===== config.mk =====
export PLATFORM = sky130hd
export DESIGN_NAME = pipe_stage_skid
export DESIGN_NICKNAME = d
export VERILOG_FILES = /design/src/rtl/pipe_stage_skid.sv
export SDC_FILE = /design/constraint.sdc
export NUM_CORES = 1
export LEC_CHECK = 0
export BUFFER_PORTS_ARGS = -buffer_cell sky130_fd_sc_hd__buf_2
export CAP_MARGIN = 20
export CORE_AREA = 2 2 84 86
export DETAILED_ROUTE_END_ITERATION = 10
export DIE_AREA = 0 0 86 88
export GPL_TIMING_DRIVEN = 1
export PLACE_DENSITY = 0.67
export SLEW_MARGIN = 10
export SYNTH_ARGS = -nofsm -noshare
export SYNTH_HDL_FRONTEND = slang
export SYNTH_SLANG_ARGS = --single-unit

===== constraint.sdc =====
create_clock -name clk -period 3.5 [get_ports clk]
set_clock_uncertainty 0.15 [all_clocks]
set_input_delay 0.175 -clock clk [delete_from_list [all_inputs] [get_ports clk]]
set_output_delay 0.175 -clock clk [all_outputs]
set_load 0.02 [all_outputs]

===== src/rtl/pipe_stage_skid.sv =====
// Pipeline stage register with valid/ready handshake, optional 2-entry skid buffer,
// flush (bubble insertion), control masking on bubbles and sticky HALT capture.
module pipe_stage_skid #(
   parameter int unsigned DATA_W  = 16,
   parameter int unsigned CTRL_W  = 8,
   parameter int unsigned SKID_EN = 1
) (
   input  logic              clk,
   input  logic              rst,
   input  logic              flush,
   input  logic              in_valid,
   output logic              in_ready,
   input  logic [DATA_W-1:0] in_data,
   input  logic [CTRL_W-1:0] in_ctrl,
   input  logic              in_halt,
   output logic              out_valid,
   input  logic              out_ready,
   output logic [DATA_W-1:0] out_data,
   output logic [CTRL_W-1:0] out_ctrl,
   output logic              out_halt,
   output logic              halt_seen,
   output logic [1:0]        occupancy
);

   logic              mFullQ, mFullD;
   logic [DATA_W-1:0] mDataQ, mDataD;
   logic [CTRL_W-1:0] mCtrlQ, mCtrlD;
   logic              mHaltQ, mHaltD;
   logic              sFullQ, sFullD;
   logic [DATA_W-1:0] sDataQ, sDataD;
   logic [CTRL_W-1:0] sCtrlQ, sCtrlD;
   logic              sHaltQ, sHaltD;
   logic              haltSeenQ, haltSeenD;
   logic              inReadyQ, inReadyD;
   logic              acceptW, emitW;

   assign acceptW = in_valid & in_ready;
   assign emitW   = mFullQ & out_ready;

   always_comb begin
      mFullD    = mFullQ;
      mDataD    = mDataQ;
      mCtrlD    = mCtrlQ;
      mHaltD    = mHaltQ;
      sFullD    = sFullQ;
      sDataD    = sDataQ;
      sCtrlD    = sCtrlQ;
      sHaltD    = sHaltQ;
      haltSeenD = haltSeenQ;
      if (flush) begin
         // Flush dominates: any same-cycle accept or emit is discarded.
         mFullD    = 1'b0;
         mDataD    = '0;
         mCtrlD    = '0;
         mHaltD    = 1'b0;
         sFullD    = 1'b0;
         sDataD    = '0;
         sCtrlD    = '0;
         sHaltD    = 1'b0;
         haltSeenD = 1'b0;
      end else begin
         haltSeenD = haltSeenQ | (acceptW & in_halt);
         if (emitW && sFullQ) begin
            mDataD = sDataQ;
            mCtrlD = sCtrlQ;
            mHaltD = sHaltQ;
            sFullD = 1'b0;
         end else if (emitW) begin
            mFullD = acceptW;
            if (acceptW) begin
               mDataD = in_data;
               mCtrlD = in_ctrl;
               mHaltD = in_halt;
            end
         end else if (acceptW) begin
            if (!mFullQ) begin
               mFullD = 1'b1;
               mDataD = in_data;
               mCtrlD = in_ctrl;
               mHaltD = in_halt;
            end else if (SKID_EN != 0) begin
               sFullD = 1'b1;
               sDataD = in_data;
               sCtrlD = in_ctrl;
               sHaltD = in_halt;
            end
         end
      end
      inReadyD = ~sFullD & ~haltSeenD;
   end

   always_ff @(posedge clk or negedge rst) begin
      if (!rst) begin
         mFullQ    <= 1'b0;
         mDataQ    <= '0;
         mCtrlQ    <= '0;
         mHaltQ    <= 1'b0;
         sFullQ    <= 1'b0;
         sDataQ    <= '0;
         sCtrlQ    <= '0;
         sHaltQ    <= 1'b0;
         haltSeenQ <= 1'b0;
         inReadyQ  <= 1'b1;
      end else begin
         mFullQ    <= mFullD;
         mDataQ    <= mDataD;
         mCtrlQ    <= mCtrlD;
         mHaltQ    <= mHaltD;
         sFullQ    <= sFullD;
         sDataQ    <= sDataD;
         sCtrlQ    <= sCtrlD;
         sHaltQ    <= sHaltD;
         haltSeenQ <= haltSeenD;
         inReadyQ  <= inReadyD;
      end
   end

   // Skid mode keeps in_ready registered so out_ready never reaches it combinationally.
   assign in_ready  = (SKID_EN != 0) ? inReadyQ : ((~mFullQ | out_ready) & ~haltSeenQ);
   assign out_valid = mFullQ;
   assign out_data  = mDataQ;
   assign out_ctrl  = mCtrlQ & {CTRL_W{mFullQ}};
   assign out_halt  = mHaltQ & mFullQ;
   assign halt_seen = haltSeenQ;
   assign occupancy = {1'b0, mFullQ} + {1'b0, sFullQ};

endmodule

==> run summary, run 1 <==
The run finished with clean final reports. For the worst setup path, the data required time is 3.57 ns. With fillers left out, the area of the finished cells amounts to 3090 sq um. The number of buffers and inverters on the critical path is 0.

After layout, the minimum clock period comes to 2.21 ns. Combinational logic burns 16.8% of the power. The cell type contributing the most total cell area after synthesis is dfrtp_1. The logs give 0 for the reported max-cap violation count and 283 for the number of nets in the final layout. Counting flops with a built-in enable in the synthesized netlist gives 0. The worst hold path terminates at out_data[13]$_DFFE_PN0P_. For this configuration, the core starts out at a cell density of 39.2%. The TritonCTS buffer count came out at 5. The full die area was 7570 sq um. Synthesis handed over a netlist of 195 instances. The net switching fraction of the power was 25.9%; the leakage power total was 1.68 nW. Static timing analysis puts the maximum clock frequency at 451 MHz. The first global-routing pass estimated 9140 um of wire. Power density over the cells: 482 nW/um^2. The maximum resistive drop on vdd came out at 0.194 mV.

The tree is rooted in a clkbuf_8. The clock passes through at most 2 buffers. For this run, the number of Yosys warnings is 0. The logs give 4 for the number of detailed-route iterations in the first pass and 60 for the number of top-level pins. Adding up every negative setup slack in the final design gives 0 ns.

The share of post-route cells with drive strength above 1 was 38.9%; the standard cell area after detailed placement was 2940 sq um. The headroom to the max-slew limit is 31.5%. In the final routing, the length of wire on met1 measures 2650 um. 0 antenna diodes ended up in the layout. Data arrives at the worst endpoint at 2.28 ns.

In this run the top signal layer used is met4. The number of global-route vias before repair was 1760. Total number of placement rows: 30. For the maximum number of pins on one net before global-route repair, the log shows 38. Internal power comes to 1.10 mW. The global route total overflow is 0.

Summing every instance area after synthesis gives 2600 sq um. In the post-synthesis netlist, the biggest area contributors are dfrtp_1, mux2_4, mux2i_1. The tools report the total net switching power as 0.386 mW. The startpoint kind of the worst setup timing path is a flop. The count of different cell masters after synthesis was 26. Setup repair after global routing left no endpoint under its margin. Area growth from synthesis to layout: 18.5%. Wires add up to 5590 um.

For the maximum level of the CTS H-tree, the log shows 2. In this run the worst hold path is classified as in2reg. Input and output buffers added on the ports amount to 59.

The critical path goes through a22o_1 -> nand3b_1 -> o2bb2ai_1. For the number of standard cells in the layout, taps in and fillers out, the log shows 332. The final period utilization works out to 63.3%. The source of the worst register-to-register timing path is out_valid$_DFFE_PN0P_.

The max-slew violation count came out at 0. Dividing the detail-routed wire length by the instance count gives 16.8 um. The tools report the number of hold violations in the final report as 0. The tools report the kind of end point of the critical path as a flop. Of the synthesized area, sequential elements account for 51.9%. In this run, placement finished with an instance count of 323. The worst register-to-register path has a setup slack of 1.29 ns. The critical path is of the reg2reg type. The tools report the number of antenna violations at the first check in global routing as 0.

In this run the most critical hold path is launched from in_data[13]. By instance count, the leading cell after synthesis is dfrtp_1. The depth of the worst register-to-register path is 3.

The largest individual stage delay along the critical path comes from the cell nand3b_1. Worst hold slack: 0.00274 ns. Largest driver fanout on the critical path: 25.

For this block, the via count after detailed routing is 1711. The detailed-routed wire length on met3 was 185 um. At the end of routability-driven placement, the weighted congestion stood at 0.722. The die is 86 um wide. In the synthesized netlist the async set-or-reset flop fraction comes to 100%. The top cell type by area accounts for 50.9% of the synthesized area.

Number of remaining DRC errors: 0. The floorplan die height came out at 88 um. On the worst path, the slowest cell contributes a delay of 0.70 ns.

Detailed placement ended at an HPWL of 3620 um. The clock network is responsible for 34.5% of the overall power. Ranked by instance count, the synthesized netlist is headed by dfrtp_1, mux2i_1, nor2b_1, o2bb2ai_1, mux2_4. Each instance of the synthesized netlist takes up on average 13.4 sq um. In the synthesized netlist the dominant register cell turns out to be dfrtp_1. After detailed routing, the number of vias per cell comes to 5.15. TritonCTS built the clock tree.

At the pin with the least slew margin, the transition time is 1.02 ns. The number of nets handed over by synthesis was 227. For this design, the sink count on the clock tree is 54. In this run, the number of DRC markers left after iteration 0 of detailed routing was 97. The clock insertion delay at the later pin of the skew report came out at 0.30 ns. Among cell families on the critical path, the largest total delay comes from simple AND/OR/NAND/NOR gates.

Cells fill 46.5% of the core in the end. The clock-pin slew on the worst setup and hold paths was 0.10 ns. The tools report the floorplan core area as 6640 sq um. The tools report the number of nets still failing antenna checks after routing as 0. For the proportion of power drawn by flip-flops and latches, the log shows 48.7%. The endpoint identified for the worst register-to-register timing path is out_data[12]$_DFFE_PN0P_. The synthesized design contains 54 register bits. For the total global routing track utilization, the log shows 15.7%. Worst hold path cell count: 3. Setup violations remaining at the end of the flow were counted as 0. Detailed routing placed a total of 2630 um of wire on met2.
==> per-layer routing <==
metal / up-vias / track usage (%)
met5: - / 0
met2: 34 / 24.7
met4: 0 / 5.92
met1: 864 / 21.5
li1: 806 / -
met3: 7 / 3.39
==> metrics by stage <==
stage | total power [mW] | setup slack (ns)
6_report | 1.49 | 1.29
5_1_grt | 1.56 | 1.01
3_3_place_gp | 0.985 | 1.30
2_1_floorplan | 0.899 | 1.60
4_1_cts | 1.50 | 1.25
3_5_place_dp | 0.989 | 1.27
==> flip-flops by register name, summed over array words and instances (netlist names) <==
signal,flops
out_data,16
halt_seen,1
sFullQ,1
in_ready,1
sCtrlQ,8
out_valid,1
sHaltQ,1
mHaltQ,1
sDataQ,16
mCtrlQ,8
==> worst max-delay path by stage <==
stage                     startpoint                       end  depth (start not counted)
6_report       out_valid$_DFFE_PN0P_  out_data[12]$_DFFE_PN0P_                          3
5_1_grt        out_valid$_DFFE_PN0P_  out_data[12]$_DFFE_PN0P_                          3
4_1_cts        out_valid$_DFFE_PN0P_  out_data[12]$_DFFE_PN0P_                          3
3_5_place_dp   out_valid$_DFFE_PN0P_  out_data[12]$_DFFE_PN0P_                          3
3_3_place_gp   out_valid$_DFFE_PN0P_     sCtrlQ[3]$_DFFE_PN0P_                          3
2_1_floorplan  out_valid$_DFFE_PN0P_        in_ready$_DFF_PN1_                          6
==> timing repair <==
action	CTS	global route
setup endpoints to repair	0	0
endpoints found under the hold margin	36	0
buffers inserted	0	0
resized for setup	0	0
hold buffers	1	0
==> final cells by class <==
class | count | area [sq um]
Clock inverter | 2 | 60.1
Timing Repair Buffer | 62 | 320
Clock buffer | 6 | 82.6
Sequential cell | 54 | 1350
Multi-Input combinational cell | 126 | 1160
Tap cell | 80 | 100
Inverter | 2 | 7.51
Fill cell | 617 | 3560
==> kinds of logic after synthesis <==
kind of cell	synth area share, %
and+or+nand+nor	9.75
DFF	51.9
AOI/OAI and AO/OA	10.7
adders and majority gates	0.960
muxes	23.3
buffers and inverters	3.36
==> placed cells by master, fill, tap and decap left out, drive strengths merged <==
cell type     n
buf          61
dfrtp        53
mux2i        25
o2bb2ai      25
nor2b        25
mux2         25
and2          9
clkbuf        6
a21oi         3
inv           2
nor2          2
ha            2
bufinv        2
and3          1
a2111oi       1
a31oi         1
nand2b        1
a22o          1
nand3b        1
nand3         1
nand2         1
o21ba         1
a21o          1
dlygate4sd3   1
dfstp         1
==> power by group through the flow <==
| stage | Sequential, mW | Clock [mW] | Combinational (mW) |
|---|---|---|---|
| global route | 0.733 | 0.552 | 0.275 |
| floorplan | 0.751 | 0 | 0.148 |
| finish | 0.725 | 0.514 | 0.251 |
| global placement | 0.734 | 0 | 0.250 |
| CTS | 0.724 | 0.519 | 0.256 |
| detailed placement | 0.734 | 0 | 0.255 |
==> worst reg2reg max path, stage by stage (launching register included) <==
cell and delay [ns]:
dfrtp_1 0.60, a22o_1 0.25, nand3b_1 0.70, o2bb2ai_1 0.43
No activity file was read; power rests on OpenSTA's default activity.
==> inputs of run 2 (changes only) <==
- PLACE_DENSITY: 0.67 -> 0.7
- clock period: 3.5 -> 1.87 ns (I/O delays scaled with it)
==> run 2 against run 1 <==
- critical endpoint is now in_ready$_DFF_PN1_
- total power is 81% higher
- global-route usage is 1.1 points higher
- final cell count is 12% higher
- highest routed layer unchanged
- sequential share of layout area is 4.6 points lower
- setup slack worse by 1.1 ns
- critical path type unchanged
- sequential cell count stayed put
- register-to-register slack worse by 1.1 ns
- via count is 8.5% higher
- first-iteration DRC count is 16% lower
- core utilization is 5.4 points higher
- largest power group unchanged
- non-clock buffer count is 41 higher
==> run summary, run 2 (synthesized netlist as in run 1, its figures left out) <==
Setup slack on the worst reg-to-reg path comes out at 0.14 ns. In this run the core area contains 30 standard-cell rows. The number of top-level pins is 60, and the core occupancy in the finished layout is 51.9%. The run finished with clean final reports. The full die area came out at 7570 sq um.

Setup total negative slack on the finished layout was measured at 0 ns. TritonCTS built the clock tree. In this run the number of H-tree levels came out at 2.

The data arrival time of the critical path was 1.81 ns; the floorplan die height was 88 um. For the pin with the worst max-slew slack, the measured transition is 0.589 ns. The leakage power total was 1.84 nW. For the routed via count, the log shows 1857. Via density per instance: 4.98. Buffers inserted during clock tree synthesis total 5. The maximum number of pins on one net before global-route repair is 25. In the global route stage, overall resource usage came out at 16.8%.

Across the whole layout, storage elements account for 1350 sq um. STA classifies the critical path endpoint as a flop. Timing analysis after detailed placement gives a worst setup slack of 0.140 ns.

The worst setup path is launched from a flop. For this run, the top clock speed supported by timing is 579 MHz. The headroom to the max-slew limit was 59.7%; the share of post-route cells with drive strength above 1 was 37.5%.

The run gives 54 as the TritonCTS sink count. The tools report the global route total overflow as 0. The clock-pin slew on the worst setup and hold paths is 0.10 ns, and the number of setup violations in the final report is 0. The capturing point of the worst reg2reg path was in_ready$_DFF_PN1_.

During placement, the flow inserted port buffers numbering 59. The min-delay analysis places its worst path in the category in2async. The run gives 3930 um as the HPWL reported at the end of detailed placement. By startpoint and endpoint, the worst setup path is classified as reg2reg. The run gives 39.2% as the initial standard-cell utilization of the core.

At the worst endpoint, the required time is 1.95 ns. The global placer's final weighted congestion is 0.773, and the maximum resistive drop on vdd is 0.391 mV. The number of global-route vias before repair is 1963. Power spread over the standard cell area amounts to 784 nW/um^2.

In this run the worst path has a maximum fanout of 5. The clock insertion delay at the later pin of the skew report is 0.31 ns. Worst setup margin: 0.143 ns. The leading cell type in the layout, fill and taps excluded was buf_2. No sink is reached through more buffers than the 2 on the longest clock path. In the finished design, the share of the clock period the worst path needs comes to 92.4%. The core region is 6640 sq um. Aggregate routed wire length: 5890 um. The detail route stage leaves a number of antenna-violating nets equal to 0. The max-slew violation count is 0. The area growth from synthesis to layout is 32.4%. Across the run, the number of max-cap violations was 0. The fill cell total of the finished layout is 552. The number of antenna violations at the first check in global routing is 0, and the time the worst path needs with I/O delays and setup is 1.73 ns. The multi-input combinational cells in the finished layout cover a total of 1160 sq um. In this run the critical register-to-register path is launched from sFullQ$_DFF_PN0_. For this run, design rule violations remaining after detail routing come to 0.

The first-pass GRT wire length came out at 9870 um. The repair_antennas step left the layout with diodes totalling 0. In the layout the commonest cells are buf_2, dfrtp_1, dlygate4sd3_1. In this run the horizontal extent of the chip is 86 um. For this run, the post-layout net count is 324. Measured in cells, the most critical reg-to-reg path has a length of 5. The run gives 0 as the number of hold violations in the final report.

For the number of detailed-route iterations in the first pass, the log shows 4. The root buffer cell chosen for the clock tree is clkbuf_8. The detailed router finished its first iteration with 81 violations.

Setup repair after global routing left no endpoint under its margin. The tools report the post-route total power as 2.70 mW. The average routed wire per standard cell came out at 15.8 um.
## run 2: cell count changes in the layout (fill, tap and decap cells not counted), sizes merged
cell | before | now
buf | 61 | 73
bufinv | 2 | 1
clkinvlp | 0 | 1
dlygate4sd3 | 1 | 30
## run 2: final cells by class
class                   instances  share of cell area (%)
clock buffers                   6                    2.10
multi-input cells             126                    33.8
clock inverters                 2                    1.09
repair buffers                103                    20.7
inverters                       2                   0.218
flip-flops and latches         54                    39.2
well taps                      80                    2.90
## run 2: worst max-delay path by stage
stage	from	end	slack (ns)	cells past startpoint
after floorplan	out_valid$_DFFE_PN0P_	in_ready$_DFF_PN1_	0.05	6
after global placement	sFullQ$_DFF_PN0_	in_ready$_DFF_PN1_	0.17	5
after detailed placement	sFullQ$_DFF_PN0_	in_ready$_DFF_PN1_	0.14	5
after CTS	sFullQ$_DFF_PN0_	in_ready$_DFF_PN1_	0.12	5
after global routing	sFullQ$_DFF_PN0_	in_ready$_DFF_PN1_	0.02	5
final	sFullQ$_DFF_PN0_	in_ready$_DFF_PN1_	0.14	5
## run 2: power breakdown
part           switching [mW]  internal (mW)
clock                   0.398          0.400
sequential             0.0679           1.28
combinational           0.278          0.278
## run 2: worst max-delay path, cell delays in order, from the launching register on
cell,delay [ns]
dfrtp_1,0.44
inv_1,0.09
ha_1,0.18
and3_1,0.17
a2111oi_0,0.52
nor2_1,0.10
## run 2: timing repair
| item | 4_1_cts | 5_1_grt |
|---|---|---|
| setup buffers | 0 | 0 |
| resized for setup | 0 | 0 |
| hold endpoints to repair | 84 | 0 |
| hold buffers | 30 | 0 |
## run 2: per-layer routing
| layer | wire length, um | part of all wire, % | vias to the layer above | global-route usage (%) |
|---|---|---|---|---|
| met3 | 202 | 3.4 | 6 | 3.11 |
| met2 | 2920 | 50 | 41 | 28.0 |
| li1 | - | - | 884 | - |
| met1 | 2680 | 45 | 926 | 21.9 |
| met4 | 85 | 1.4 | 0 | 6.35 |
| met5 | 0 | 0 | - | 0 |
## run 2: through the flow
stage / hold slack, ns / instance area [sq um] / instances
final: 0.0840 / 3450 / 373
after global routing: 0.124 / 3450 / 373
after CTS: 0.0882 / 3450 / 373
after detailed placement: -0.100 / 3040 / 335
after global placement: -0.107 / 3040 / 335
after floorplan: -0.352 / 2610 / 195
